### src/rtl/mac_rx_pkg.sv
// Shared definitions for the MAC receive parser: FSM encoding, status bit
// positions, wire constants and the byte-wide CRC-32 step.
package mac_rx_pkg;

  typedef enum logic [2:0] {
    ST_IDLE,
    ST_PRE,
    ST_DATA,
    ST_END,
    ST_DROP
  } state_e;

  // Bit positions inside m_status; bit 7 is reserved and always zero.
  localparam int STAT_PRE   = 0;
  localparam int STAT_RXER  = 1;
  localparam int STAT_DST   = 2;
  localparam int STAT_TYPE  = 3;
  localparam int STAT_FCS   = 4;
  localparam int STAT_RUNT  = 5;
  localparam int STAT_GIANT = 6;

  localparam logic [7:0]  PREAMBLE    = 8'h55;
  localparam logic [7:0]  SFD         = 8'hD5;
  localparam logic [47:0] BCAST       = 48'hFFFF_FFFF_FFFF;
  localparam logic [31:0] CRC_RESIDUE = 32'hC704_DD7B;

  // One byte of CRC-32 (poly 04C11DB7) with the register held MSB-first and
  // each byte fed LSB-first, matching the bit order on the wire. Seeded with
  // all ones, the register ends at CRC_RESIDUE after a frame with good FCS.
  function automatic logic [31:0] crc32_d8(input logic [31:0] crc, input logic [7:0] d);
    logic [31:0] c;
    c = crc;
    for (int i = 0; i < 8; i++) begin
      c = {c[30:0], 1'b0} ^ ((c[31] ^ d[i]) ? 32'h04C1_1DB7 : 32'h0000_0000);
    end
    return c;
  endfunction

endpackage

### src/rtl/mac_rx_parser_if.sv
// Output byte stream from the parser to the downstream frame buffer.
// Per-frame status and length qualify the m_last beat.
interface mac_rx_parser_if #(
  parameter int LEN_BITS = 14
);
  logic                m_valid;
  logic [7:0]          m_data;
  logic                m_last;
  logic                m_bad;
  logic [7:0]          m_status;
  logic [LEN_BITS-1:0] m_len;

  modport master (output m_valid, m_data, m_last, m_bad, m_status, m_len);
  modport slave  (input  m_valid, m_data, m_last, m_bad, m_status, m_len);
endinterface

### src/rtl/mac_addr_match.sv
// Destination address filter: unicast table lookup plus broadcast,
// multicast and promiscuous acceptance, reduced to a single accept bit.
module mac_addr_match
  import mac_rx_pkg::*;
#(
  parameter int NUM_MAC = 4
) (
  input  logic [47:0]          dst,
  input  logic [48*NUM_MAC-1:0] mac_tbl,
  input  logic [NUM_MAC-1:0]   mac_en,
  input  logic                 cfg_bcast_en,
  input  logic                 cfg_mcast_en,
  input  logic                 cfg_promisc,
  output logic                 accept
);

  logic uc_hit;

  // OR together the hits of every enabled unicast entry.
  always_comb begin
    // NOTE: default assignment first so every path writes uc_hit and no latch is inferred.
    uc_hit = 1'b0;
    for (int i = 0; i < NUM_MAC; i++) begin
      if (mac_en[i] && (mac_tbl[48*i +: 48] == dst)) begin
        uc_hit = 1'b1;
      end
    end
  end

  // dst[40] is the I/G bit: bit 0 of the first byte on the wire.
  assign accept = cfg_promisc
                | uc_hit
                | (cfg_bcast_en & (dst == BCAST))
                | (cfg_mcast_en & dst[40]);

endmodule

### src/rtl/mac_rx_parser.sv
// GMII receive parser: preamble/SFD hunt, address and EtherType filtering,
// FCS/runt/giant checks, optional FCS strip via a short hold pipeline, and
// per-frame status on the last emitted byte.
module mac_rx_parser
  import mac_rx_pkg::*;
#(
  parameter int NUM_MAC   = 4,
  parameter int STRIP_FCS = 1,
  parameter int MIN_FRAME = 64,
  parameter int MAX_FRAME = 1518,
  parameter int LEN_BITS  = 14,
  parameter int MAX_PRE   = 7
) (
  input  logic                  clk,
  input  logic                  reset_n,
  input  logic                  rx_dv,
  input  logic                  rx_er,
  input  logic [7:0]            rx_d,
  input  logic [48*NUM_MAC-1:0] mac_tbl,
  input  logic [NUM_MAC-1:0]    mac_en,
  input  logic                  cfg_bcast_en,
  input  logic                  cfg_mcast_en,
  input  logic                  cfg_promisc,
  input  logic [15:0]           cfg_type,
  input  logic                  cfg_type_en,
  mac_rx_parser_if.master       m,
  output logic [31:0]           frm_good_cnt,
  output logic [31:0]           frm_bad_cnt
);

  // Hold depth: with stripping, the last four bytes (FCS) are held back and
  // never leave the pipeline.
  localparam int D = (STRIP_FCS != 0) ? 5 : 1;

  localparam logic [2:0]          D_L     = 3'(D);
  localparam logic [7:0]          PRE_L   = 8'(MAX_PRE);
  localparam logic [LEN_BITS-1:0] CNT_MAX = '1;
  localparam logic [LEN_BITS-1:0] CNT_D   = LEN_BITS'(D);
  localparam logic [LEN_BITS-1:0] MIN_L   = LEN_BITS'(MIN_FRAME);
  localparam logic [LEN_BITS-1:0] MAX_L   = LEN_BITS'(MAX_FRAME);
  localparam logic [LEN_BITS-1:0] FCS_L   = LEN_BITS'((STRIP_FCS != 0) ? 4 : 0);

  state_e              state;
  logic [7:0]          pre_cnt;
  logic [LEN_BITS-1:0] cnt;
  logic [31:0]         crc;
  logic [2:0]          fill;
  logic [7:0]          pipe [D];
  logic [39:0]         dst_sr;
  logic [7:0]          type_hi;
  logic                er_seen;
  logic                dst_miss;
  logic                type_miss;
  logic                addr_ok;
  logic [7:0]          status_c;

  // The address is evaluated on the sixth dst byte, using the five held
  // bytes plus the byte on the wire, so config is sampled exactly once.
  mac_addr_match #(.NUM_MAC(NUM_MAC)) u_addr_match (
    .dst          ({dst_sr, rx_d}),
    .mac_tbl      (mac_tbl),
    .mac_en       (mac_en),
    .cfg_bcast_en (cfg_bcast_en),
    .cfg_mcast_en (cfg_mcast_en),
    .cfg_promisc  (cfg_promisc),
    .accept       (addr_ok)
  );

  // Assemble the end-of-frame status word from the accumulated flags.
  always_comb begin
    status_c              = '0;
    status_c[STAT_RXER]   = er_seen;
    status_c[STAT_DST]    = dst_miss;
    status_c[STAT_TYPE]   = type_miss;
    status_c[STAT_FCS]    = (crc != CRC_RESIDUE);
    status_c[STAT_RUNT]   = (cnt < MIN_L);
    status_c[STAT_GIANT]  = (cnt > MAX_L);
  end

  // Frame FSM with hold pipeline, filters, registered stream outputs and counters.
  always_ff @(posedge clk or negedge reset_n) begin
    if (!reset_n) begin
      state        <= ST_IDLE;
      pre_cnt      <= '0;
      cnt          <= '0;
      crc          <= '1;
      fill         <= '0;
      // NOTE: the hold pipeline is reset too so a reset mid-frame can never leak stale bytes.
      for (int i = 0; i < D; i++) pipe[i] <= '0;
      dst_sr       <= '0;
      type_hi      <= '0;
      er_seen      <= 1'b0;
      dst_miss     <= 1'b0;
      type_miss    <= 1'b0;
      m.m_valid    <= 1'b0;
      m.m_data     <= '0;
      m.m_last     <= 1'b0;
      m.m_bad      <= 1'b0;
      m.m_status   <= '0;
      m.m_len      <= '0;
      frm_good_cnt <= '0;
      frm_bad_cnt  <= '0;
    end else begin
      // NOTE: non-blocking throughout so every register sees pre-edge values.
      m.m_valid  <= 1'b0;
      m.m_last   <= 1'b0;
      m.m_bad    <= 1'b0;
      m.m_status <= '0;
      m.m_len    <= '0;

      case (state)
        ST_IDLE: begin
          if (rx_dv) begin
            if (rx_d == PREAMBLE) begin
              state   <= ST_PRE;
              pre_cnt <= 8'd1;
            end else begin
              state <= ST_DROP;
            end
          end
        end

        ST_PRE: begin
          if (!rx_dv) begin
            state <= ST_IDLE;
          end else if (rx_er) begin
            state <= ST_DROP;
          end else if ((rx_d == PREAMBLE) && (pre_cnt < PRE_L)) begin
            pre_cnt <= pre_cnt + 8'd1;
          end else if (rx_d == SFD) begin
            state     <= ST_DATA;
            cnt       <= '0;
            crc       <= '1;
            fill      <= '0;
            er_seen   <= 1'b0;
            dst_miss  <= 1'b0;
            type_miss <= 1'b0;
          end else begin
            state <= ST_DROP;
          end
        end

        ST_DATA: begin
          if (!rx_dv) begin
            state <= ST_END;
          end else begin
            crc <= crc32_d8(crc, rx_d);
            if (cnt != CNT_MAX) cnt <= cnt + LEN_BITS'(1);
            if (rx_er) er_seen <= 1'b1;

            if (cnt < LEN_BITS'(5))  dst_sr    <= {dst_sr[31:0], rx_d};
            if (cnt == LEN_BITS'(5)) dst_miss  <= !addr_ok;
            if (cnt == LEN_BITS'(12)) type_hi  <= rx_d;
            if (cnt == LEN_BITS'(13)) type_miss <= cfg_type_en && ({type_hi, rx_d} != cfg_type);

            // Push the new byte; once the pipeline is full the oldest byte leaves.
            pipe[0] <= rx_d;
            for (int i = D - 1; i > 0; i--) pipe[i] <= pipe[i-1];
            if (fill == D_L) begin
              m.m_valid <= 1'b1;
              m.m_data  <= pipe[D-1];
            end else begin
              fill <= fill + 3'd1;
            end
          end
        end

        ST_END: begin
          state <= ST_IDLE;
          // Frames that never pushed a byte out of the pipeline emit nothing.
          if (cnt > CNT_D) begin
            m.m_valid  <= 1'b1;
            m.m_data   <= pipe[D-1];
            m.m_last   <= 1'b1;
            m.m_bad    <= |status_c;
            m.m_status <= status_c;
            m.m_len    <= cnt - FCS_L;
            if (|status_c) frm_bad_cnt  <= frm_bad_cnt + 32'd1;
            else           frm_good_cnt <= frm_good_cnt + 32'd1;
          end else begin
            frm_bad_cnt <= frm_bad_cnt + 32'd1;
          end
        end

        ST_DROP: begin
          if (!rx_dv) begin
            state       <= ST_IDLE;
            frm_bad_cnt <= frm_bad_cnt + 32'd1;
          end
        end

        default: state <= ST_IDLE;
      endcase
    end
  end

endmodule

### src/flat_wrapper.sv
// flat-port wrapper written by rule: the top's interface ports become plain ports
module mac_rx_parser_flat import mac_rx_pkg::*;
#(
  parameter int NUM_MAC   = 4,
  parameter int STRIP_FCS = 1,
  parameter int MIN_FRAME = 64,
  parameter int MAX_FRAME = 1518,
  parameter int LEN_BITS  = 14,
  parameter int MAX_PRE   = 7
)
  (clk, reset_n, rx_dv, rx_er, rx_d, mac_tbl, mac_en, cfg_bcast_en, cfg_mcast_en, cfg_promisc, cfg_type, cfg_type_en, frm_good_cnt, frm_bad_cnt, m_m_valid, m_m_data, m_m_last, m_m_bad, m_m_status, m_m_len);
  mac_rx_parser_if #(.LEN_BITS(LEN_BITS)) m_i ();
  input  logic clk;
  input  logic reset_n;
  input  logic rx_dv;
  input  logic rx_er;
  input  logic [7:0] rx_d;
  input  logic [48*NUM_MAC-1:0] mac_tbl;
  input  logic [NUM_MAC-1:0] mac_en;
  input  logic cfg_bcast_en;
  input  logic cfg_mcast_en;
  input  logic cfg_promisc;
  input  logic [15:0] cfg_type;
  input  logic cfg_type_en;
  output logic [31:0] frm_good_cnt;
  output logic [31:0] frm_bad_cnt;
  output wire logic [$bits(m_i.m_valid)-1:0] m_m_valid;
  output wire logic [$bits(m_i.m_data)-1:0] m_m_data;
  output wire logic [$bits(m_i.m_last)-1:0] m_m_last;
  output wire logic [$bits(m_i.m_bad)-1:0] m_m_bad;
  output wire logic [$bits(m_i.m_status)-1:0] m_m_status;
  output wire logic [$bits(m_i.m_len)-1:0] m_m_len;
  assign m_m_valid = m_i.m_valid;
  assign m_m_data = m_i.m_data;
  assign m_m_last = m_i.m_last;
  assign m_m_bad = m_i.m_bad;
  assign m_m_status = m_i.m_status;
  assign m_m_len = m_i.m_len;
  mac_rx_parser #(.NUM_MAC(NUM_MAC), .STRIP_FCS(STRIP_FCS), .MIN_FRAME(MIN_FRAME), .MAX_FRAME(MAX_FRAME), .LEN_BITS(LEN_BITS), .MAX_PRE(MAX_PRE)) u_core (.clk(clk), .reset_n(reset_n), .rx_dv(rx_dv), .rx_er(rx_er), .rx_d(rx_d), .mac_tbl(mac_tbl), .mac_en(mac_en), .cfg_bcast_en(cfg_bcast_en), .cfg_mcast_en(cfg_mcast_en), .cfg_promisc(cfg_promisc), .cfg_type(cfg_type), .cfg_type_en(cfg_type_en), .m(m_i), .frm_good_cnt(frm_good_cnt), .frm_bad_cnt(frm_bad_cnt));
endmodule
### config.mk
export PLATFORM = sky130hd
export DESIGN_NAME = mac_rx_parser_flat
export DESIGN_NICKNAME = d
export VERILOG_FILES = /design/src/rtl/mac_rx_pkg.sv /design/src/rtl/mac_rx_parser_if.sv /design/src/rtl/mac_addr_match.sv /design/src/rtl/mac_rx_parser.sv /design/src/flat_wrapper.sv
export SDC_FILE = /design/constraint.sdc
export NUM_CORES = 1
export LEC_CHECK = 0
export BUFFER_PORTS_ARGS = -buffer_cell sky130_fd_sc_hd__buf_4
export CAP_MARGIN = 20
export CELL_PAD_IN_SITES_DETAIL_PLACEMENT = 1
export CELL_PAD_IN_SITES_GLOBAL_PLACEMENT = 2
export CORE_MARGIN = 2
export CORE_UTILIZATION = 31
export DETAILED_ROUTE_END_ITERATION = 8
export GPL_TIMING_DRIVEN = 0
export PLACE_DENSITY = 0.74
export SYNTH_ARGS = -nofsm -noshare
export SYNTH_HDL_FRONTEND = slang
export SYNTH_SLANG_ARGS = --single-unit
### constraint.sdc
create_clock -name clk -period 2.18 [get_ports clk]
set_input_delay 0.109 -clock clk [delete_from_list [all_inputs] [get_ports clk]]
set_output_delay 0.109 -clock clk [all_outputs]
set_load 0.005 [all_outputs]
# Word level (Yosys, flattened, before mapping)
# Cells that the tools add are included.
dict set report word_totals {
  ff_bits 248
  output_inout_bits 97
  in_bits 228
  word_cells 199
}
dict set report op_classes {
  addsub 6
  n_eq_ne 37
  magnitude_cmp 5
  mux 79
  n_bitwise 22
  n_reduce_logical 27
}
# operator count
set op_table {}
lappend op_table {{32-bit two-way mux} 8}
lappend op_table {{32-bit XOR} 8}
lappend op_table {{27-bit two-way mux} 8}
lappend op_table {{48-bit equality test} 4}
lappend op_table {{32-bit case mux with 2 select lines} 2}
lappend op_table {{14-bit two-way mux} 8}
lappend op_table {{8-bit two-way mux} 9}
lappend op_table {{32-bit by 1-bit adder with 32-bit output (second input constant)} 2}
lappend op_table {{48-bit equality test (second input constant)} 1}
lappend op_table {{3-bit two-way mux} 14}
lappend op_table {{7-bit AND reduction} 5}
lappend op_table {{32-bit inequality test (second input constant)} 1}
lappend op_table {{8-bit case mux with 2 select lines} 2}
lappend op_table {{14-bit by 4-bit equality test with 1-bit output (second input constant)} 2}
lappend op_table {{14-bit case mux with 2 select lines} 1}
lappend op_table {{1-bit two-way mux} 20}
lappend op_table {{2-bit inequality test (second input constant)} 9}
lappend op_table {{16-bit inequality test} 1}
lappend op_table {{2-bit by 1-bit inequality test with 1-bit output (second input constant)} 8}
lappend op_table {{14-bit by 1-bit adder with 14-bit output (second input constant)} 1}
lappend op_table {{14-bit by 3-bit equality test with 1-bit output (second input constant)} 1}
lappend op_table {{14-bit by 11-bit greater-than comparator with 1-bit output (second input constant)} 1}
lappend op_table {{14-bit by 3-bit greater-than comparator with 1-bit output (second input constant)} 1}
lappend op_table {{14-bit by 3-bit less-than comparator with 1-bit output (second input constant)} 1}
lappend op_table {{other kinds (30)} 58}

# Depth between registers and ports, before layout
dict set report logic_depth {
  depth_word 26
  depth_mapped 12
}

# By module
# Synthesis repeated with hierarchy kept, for this count alone.
dict set report hier_totals {
  cells_unflattened 1410
  hier_area_um2 14015.9
}
# module area_each_um2 seq_area_each_um2 cells_per_inst instances
set modules_own_cells {}
lappend modules_own_cells {mac_rx_parser 11552.3 6195.9 1066 1}
lappend modules_own_cells {mac_addr_match 2463.6 0.0 344 1}

# Worst setup path before layout
# Ideal clock, no wire load.
dict set report synth_timing {
  path_kind {register to register}
  start {register u_core.cnt[3]}
  end {register u_core.frm_bad_cnt[1]}
  setup_slack_ns -0.151
  synth_period_minus_slack_ns 2.331
  path_stages_with_launch 12
  arrival_time_ns 2.206
  required_ns 2.055
  path_buffers 2
  path_cell_list {dfrtp_1 -> clkbuf_1 -> inv_1 -> ha_1 -> nor2b_1 -> o21ai_0 -> a21o_4 -> inv_2 -> and3_1 -> buf_6 -> nor2_1 -> mux2_2}
}
dict set report synth_between {
  elab_chain_len 4
  elab_cells_between_ends 8
  classes_between {order compare: 3; eq/ne: 1; mux: 2; reduce/logical: 2}
}
# item line_no
set synth_rtl {}
lappend synth_rtl {{start, declared} mac_rx_parser.sv:45} ;# logic [LEN_BITS-1:0] cnt;
lappend synth_rtl {{start signal, assigned} mac_rx_parser.sv:148} ;# if (cnt != CNT_MAX) cnt <= cnt + LEN_BITS'(1);
lappend synth_rtl {{14-bit by 7-bit less-than comparator with 1-bit output / 14-bit by 11-bit greater-than comparator with 1-bit output (equally long branches)} {mac_rx_parser.sv:76, mac_rx_parser.sv:77}}
lappend synth_rtl {{6-bit OR reduction} mac_rx_parser.sv:178} ;# if (|status_c) frm_bad_cnt <= frm_bad_cnt + 32'd1;
lappend synth_rtl {{3-bit inequality test (no line)} -}
lappend synth_rtl {{3-bit AND reduction (no line)} -}
lappend synth_rtl {{end signal, assigned} mac_rx_parser.sv:178}
lappend synth_rtl {{end signal, assigned} mac_rx_parser.sv:181} ;# frm_bad_cnt <= frm_bad_cnt + 32'd1;
lappend synth_rtl {{end signal, assigned} mac_rx_parser.sv:188} ;# frm_bad_cnt <= frm_bad_cnt + 32'd1;
lappend synth_rtl {{end, declared} mac_rx_parser.sv:28} ;# output logic [31:0] frm_bad_cnt
# Several ways; a longest one is shown, not always the timed one.
# A chain may end at the register's enable or synchronous reset.

# Final worst setup path
dict set report layout_timing {
  start {register u_core.crc[10]}
  end {register u_core.frm_bad_cnt[13]}
}
dict set report layout_between {
  elab_chain_len 4
}
# item line_no
set layout_rtl {}
lappend layout_rtl {{start, declared} mac_rx_parser.sv:46} ;# logic [31:0] crc;
lappend layout_rtl {{start signal, assigned} mac_rx_parser.sv:147} ;# crc <= crc32_d8(crc, rx_d);
lappend layout_rtl {{32-bit inequality test} mac_rx_parser.sv:75} ;# status_c[STAT_FCS] = (crc != CRC_RESIDUE);
lappend layout_rtl {{6-bit OR reduction} mac_rx_parser.sv:178}
lappend layout_rtl {{3-bit inequality test (no line)} -}
lappend layout_rtl {{3-bit AND reduction (no line)} -}
# Every way passes these cells.

==> results.yml <==
clocking:
  cts_tree: "yes"
  insertion_delay_ns: 0.55
  path_clk_slew_ns: 0.06
  root_buffer: "clkbuf_16"
  clock_path_buffers: 3
  htreeDepth: 1
  numCtsBuffers: 28
  cts_sinks: 246
routing:
  drc: 0
  wirelength_um: 49900
  wl_met1_um: 22500
  first_pass_iters: 4
  routed-wl-met2_um: 23700
  routed_via_density: 4.96
  route.met3.wl_um: 2670
  initialDrtViolationCount: 566
  top_layer_used: "met5"
  ant_nets: 0
  vias: 11500
  wl_per_cell_um: 21.6
timing:
  worst_slack_ns: -0.131
  rsz0062_at_grt: "true"
  min_period_ns: 2.31
  tightest_slew_ns: 0.895
  fmax_mhz: 433
  post-route-period-util: 1.06
  maxSlewHeadroom: 0.403
  setup_tns_ns: -4.69
  finalSetupViolCount: 61
  skew_ns: 0.0141
  hold_viol_final: 0
  report.final.slew_viol_count: 0
place:
  routabilityCongestion: 0.880
  post-place-ws_ns: -0.907
  io_buffers: 319
  hpwl_um: 37200
  post_dp_cell_area_um2: 17200
floorplanning:
  die_x_um: 216
  rows: 77
  die_area_um2: 46800
  fp.dieH_um: 216
  core_um2: 44400
  start_util: 0.315
  num_io_pins: 325
critical_path:
  path_cells: "nand4b_1, or4_4, nor3_4, and3_4, buf_12, buf_12, nor3_2, xor2_1"
  slowest_stage: "or4_4"
  path_common_cell: "buf_12"
  critical-path-max-stage-delay_ns: 0.55
  arrival_ns: 2.73
  crit_type: "flop to flop"
  cp_num_buf_inv: 2
  r2r_slack_ns: -0.13
  cp_data_required_time_ns: 2.60
  worstSetupEndpointType: "flop"
  path_max_fanout: 7
  crit_family: "simple AND/OR/NAND/NOR gates"
  cp-start-kind: "flop"
synth:
  synth_seq_cells: 246
  seq_area_frac_synth: 0.443
  syn_area_um2: 14000
  post_synth_inst_count: 1310
  synth-warning-count: 0
  synthDistinctLibCells: 71
  async_flop_share: 1.00
  synth_fa_ha_area_frac: 0.0107
  synth_top_family_by_area: "XOR/XNOR gates"
  synthMuxAreaShare: 0.0773
  synthFlopType: "dfrtp_1"
  synth_xor_area_frac: 0.223
  avgSynthCellArea_um2: 10.7
  synth-compound-area-share: 0.0400
  synth-simple-area-share: 0.167
  synth_edf_count: 0
finish:
  final_util: 0.438
  fillers: 4901
  fin_nets: 1937
  area_delta_synth_final_pct: 39.0
  layout-drive-gt1-share: 0.437
  fin_area_um2: 19400
global_route:
  grt_pass1_vias: 12300
  grt_pass1_wl_um: 75200
  antenna_found_initial: 2
  grt_max_degree: 109
  grt_use_total: 0.209
  overflow: 0
hold_path:
  worstHoldPathType: "input pin to flop"
power_and_ir_drop:
  p_per_area_nw_per_um2: 739
  ir_drop_uv: 520
  power.leakage_nw: 9.35
  total_power_w: 0.0144
outcome:
  violations: "setup timing"
  status: "finished, violations left"
flow_run:
  maxCapViolCount: 0
worst paths after layout:
path                                         start                 endpoint  cells after the start
max in group asynchronous                  reset_n           u_core.crc[12]                      4
max                                 u_core.crc[10]   u_core.frm_bad_cnt[13]                      8
min                                        rx_d[3]          u_core.state[1]                      5
min reg2reg                u_core.frm_good_cnt[31]  u_core.frm_good_cnt[31]                      1
max reg2reg                         u_core.crc[10]   u_core.frm_bad_cnt[13]                      8
min in group asynchronous                  reset_n   u_core.frm_bad_cnt[15]                      2
per-stage QoR:
step                      hold slack [ns]  std cells
after floorplan                    -0.187       1311
after global placement              0.391       2222
after detailed placement            0.124       2224
after CTS                         0.00579       2278
after global routing               0.0394       2312
final                              0.0248       2312
area by class of cell:
cell class	instances	area, um^2	share of cell area
multi-input combinational	951	7850	0.404
inverter	19	71.3	0.00367
antenna	1	2.50	0.000129
tap	592	741	0.0381
clock buffer	42	835	0.0429
timing repair buffer	400	3170	0.163
clock inverter	10	108	0.00554
buffer	51	415	0.0214
sequential	246	6250	0.321
Yosys cell counts, drive strengths merged (8+ instances only):
cell type / instances / area share
clkbuf: 49 / 0.013
and3: 20 / 0.0089
mux2: 96 / 0.077
dfstp: 32 / 0.060
nor3: 32 / 0.014
inv: 19 / 0.0051
or3: 8 / 0.0047
and2: 12 / 0.0054
o21ai: 20 / 0.0072
nor2: 87 / 0.023
ha: 12 / 0.011
nand3: 47 / 0.017
dfrtp: 214 / 0.38
a21oi: 45 / 0.016
nand4: 63 / 0.029
xnor2: 126 / 0.083
nand2: 34 / 0.0091
nor4: 59 / 0.032
xor2: 223 / 0.14
buf: 46 / 0.020
cell usage in the layout, fill, tap and decap left out, types with 6 or more instances in the layout:
cell           count
buf_4            389
xor2_1           220
dfrtp_1          173
xnor2_1          115
mux2_2            96
nor2_1            84
nand4_1           62
nand3_1           45
a21oi_1           44
dfrtp_2           41
nor4_1            33
nand2_1           32
dfstp_2           32
clkbuf_16         29
o21ai_0           18
buf_6             17
and3_1            17
nor4_2            17
inv_1             16
nor3_4            14
clkbuf_1          13
nor3_1            12
and2_1            12
buf_2             11
ha_1              11
nor4_4             9
buf_8              7
clkbuf_8           7
dlygate4sd3_1      7
nor3_2             6
xnor2_2            6
timing repair:
item	CTS	global route
hold buffers	7	0
pin swaps	27	47
buffers inserted	22	50
gates resized for setup	88	118
endpoints found under the hold margin	81	0
endpoints found under the setup margin	226	144
cloned	1	0
worst register-to-register path: cells and delay by family, from the launching register on:
family        cells  cell delay (ns)
flops             1             0.54
xor+xnor          1             0.13
buf+inv           2             0.27
simple gates      5             1.24
logic make-up (layout without fill, tap and decap cells):
| group | count (synthesis) | count (layout) |
|---|---|---|
| compound gates | 91 | 91 |
| xor+xnor | 349 | 349 |
| fa+ha+maj | 12 | 12 |
| buf+inv | 114 | 522 |
| flops | 246 | 246 |
| mux | 96 | 96 |
| other cells | 1 | 3 |
| simple gates | 401 | 401 |
state kept, by name, summed over array words and instances (netlist names), 3 cells and up:
register / flops
u_core.crc: 32
u_core.cnt: 14
u_core.frm_bad_cnt: 32
u_core.state: 3
u_core.pre_cnt: 8
u_core.m.m_status: 6
u_core.frm_good_cnt: 32
u_core.dst_sr: 40
u_core.type_hi: 8
u_core.fill: 3
u_core.m.m_data: 8
u_core.pipe: 40
u_core.m.m_len: 14
layer usage:
| layer | vias to the layer above | track usage |
|---|---|---|
| met5 | - | 0 |
| met4 | 2 | 0.0427 |
| met1 | 5797 | 0.288 |
| li1 | 5306 | - |
| met3 | 58 | 0.0368 |
| met2 | 304 | 0.344 |
where the power goes:
| part | total (W) | internal [W] | switching (W) |
|---|---|---|---|
| clock network | 0.00483 | 0.00287 | 0.00195 |
| registers | 0.00558 | 0.00509 | 0.000497 |
| logic | 0.00395 | 0.00198 | 0.00197 |
No activity file was read; power rests on OpenSTA's default activity.
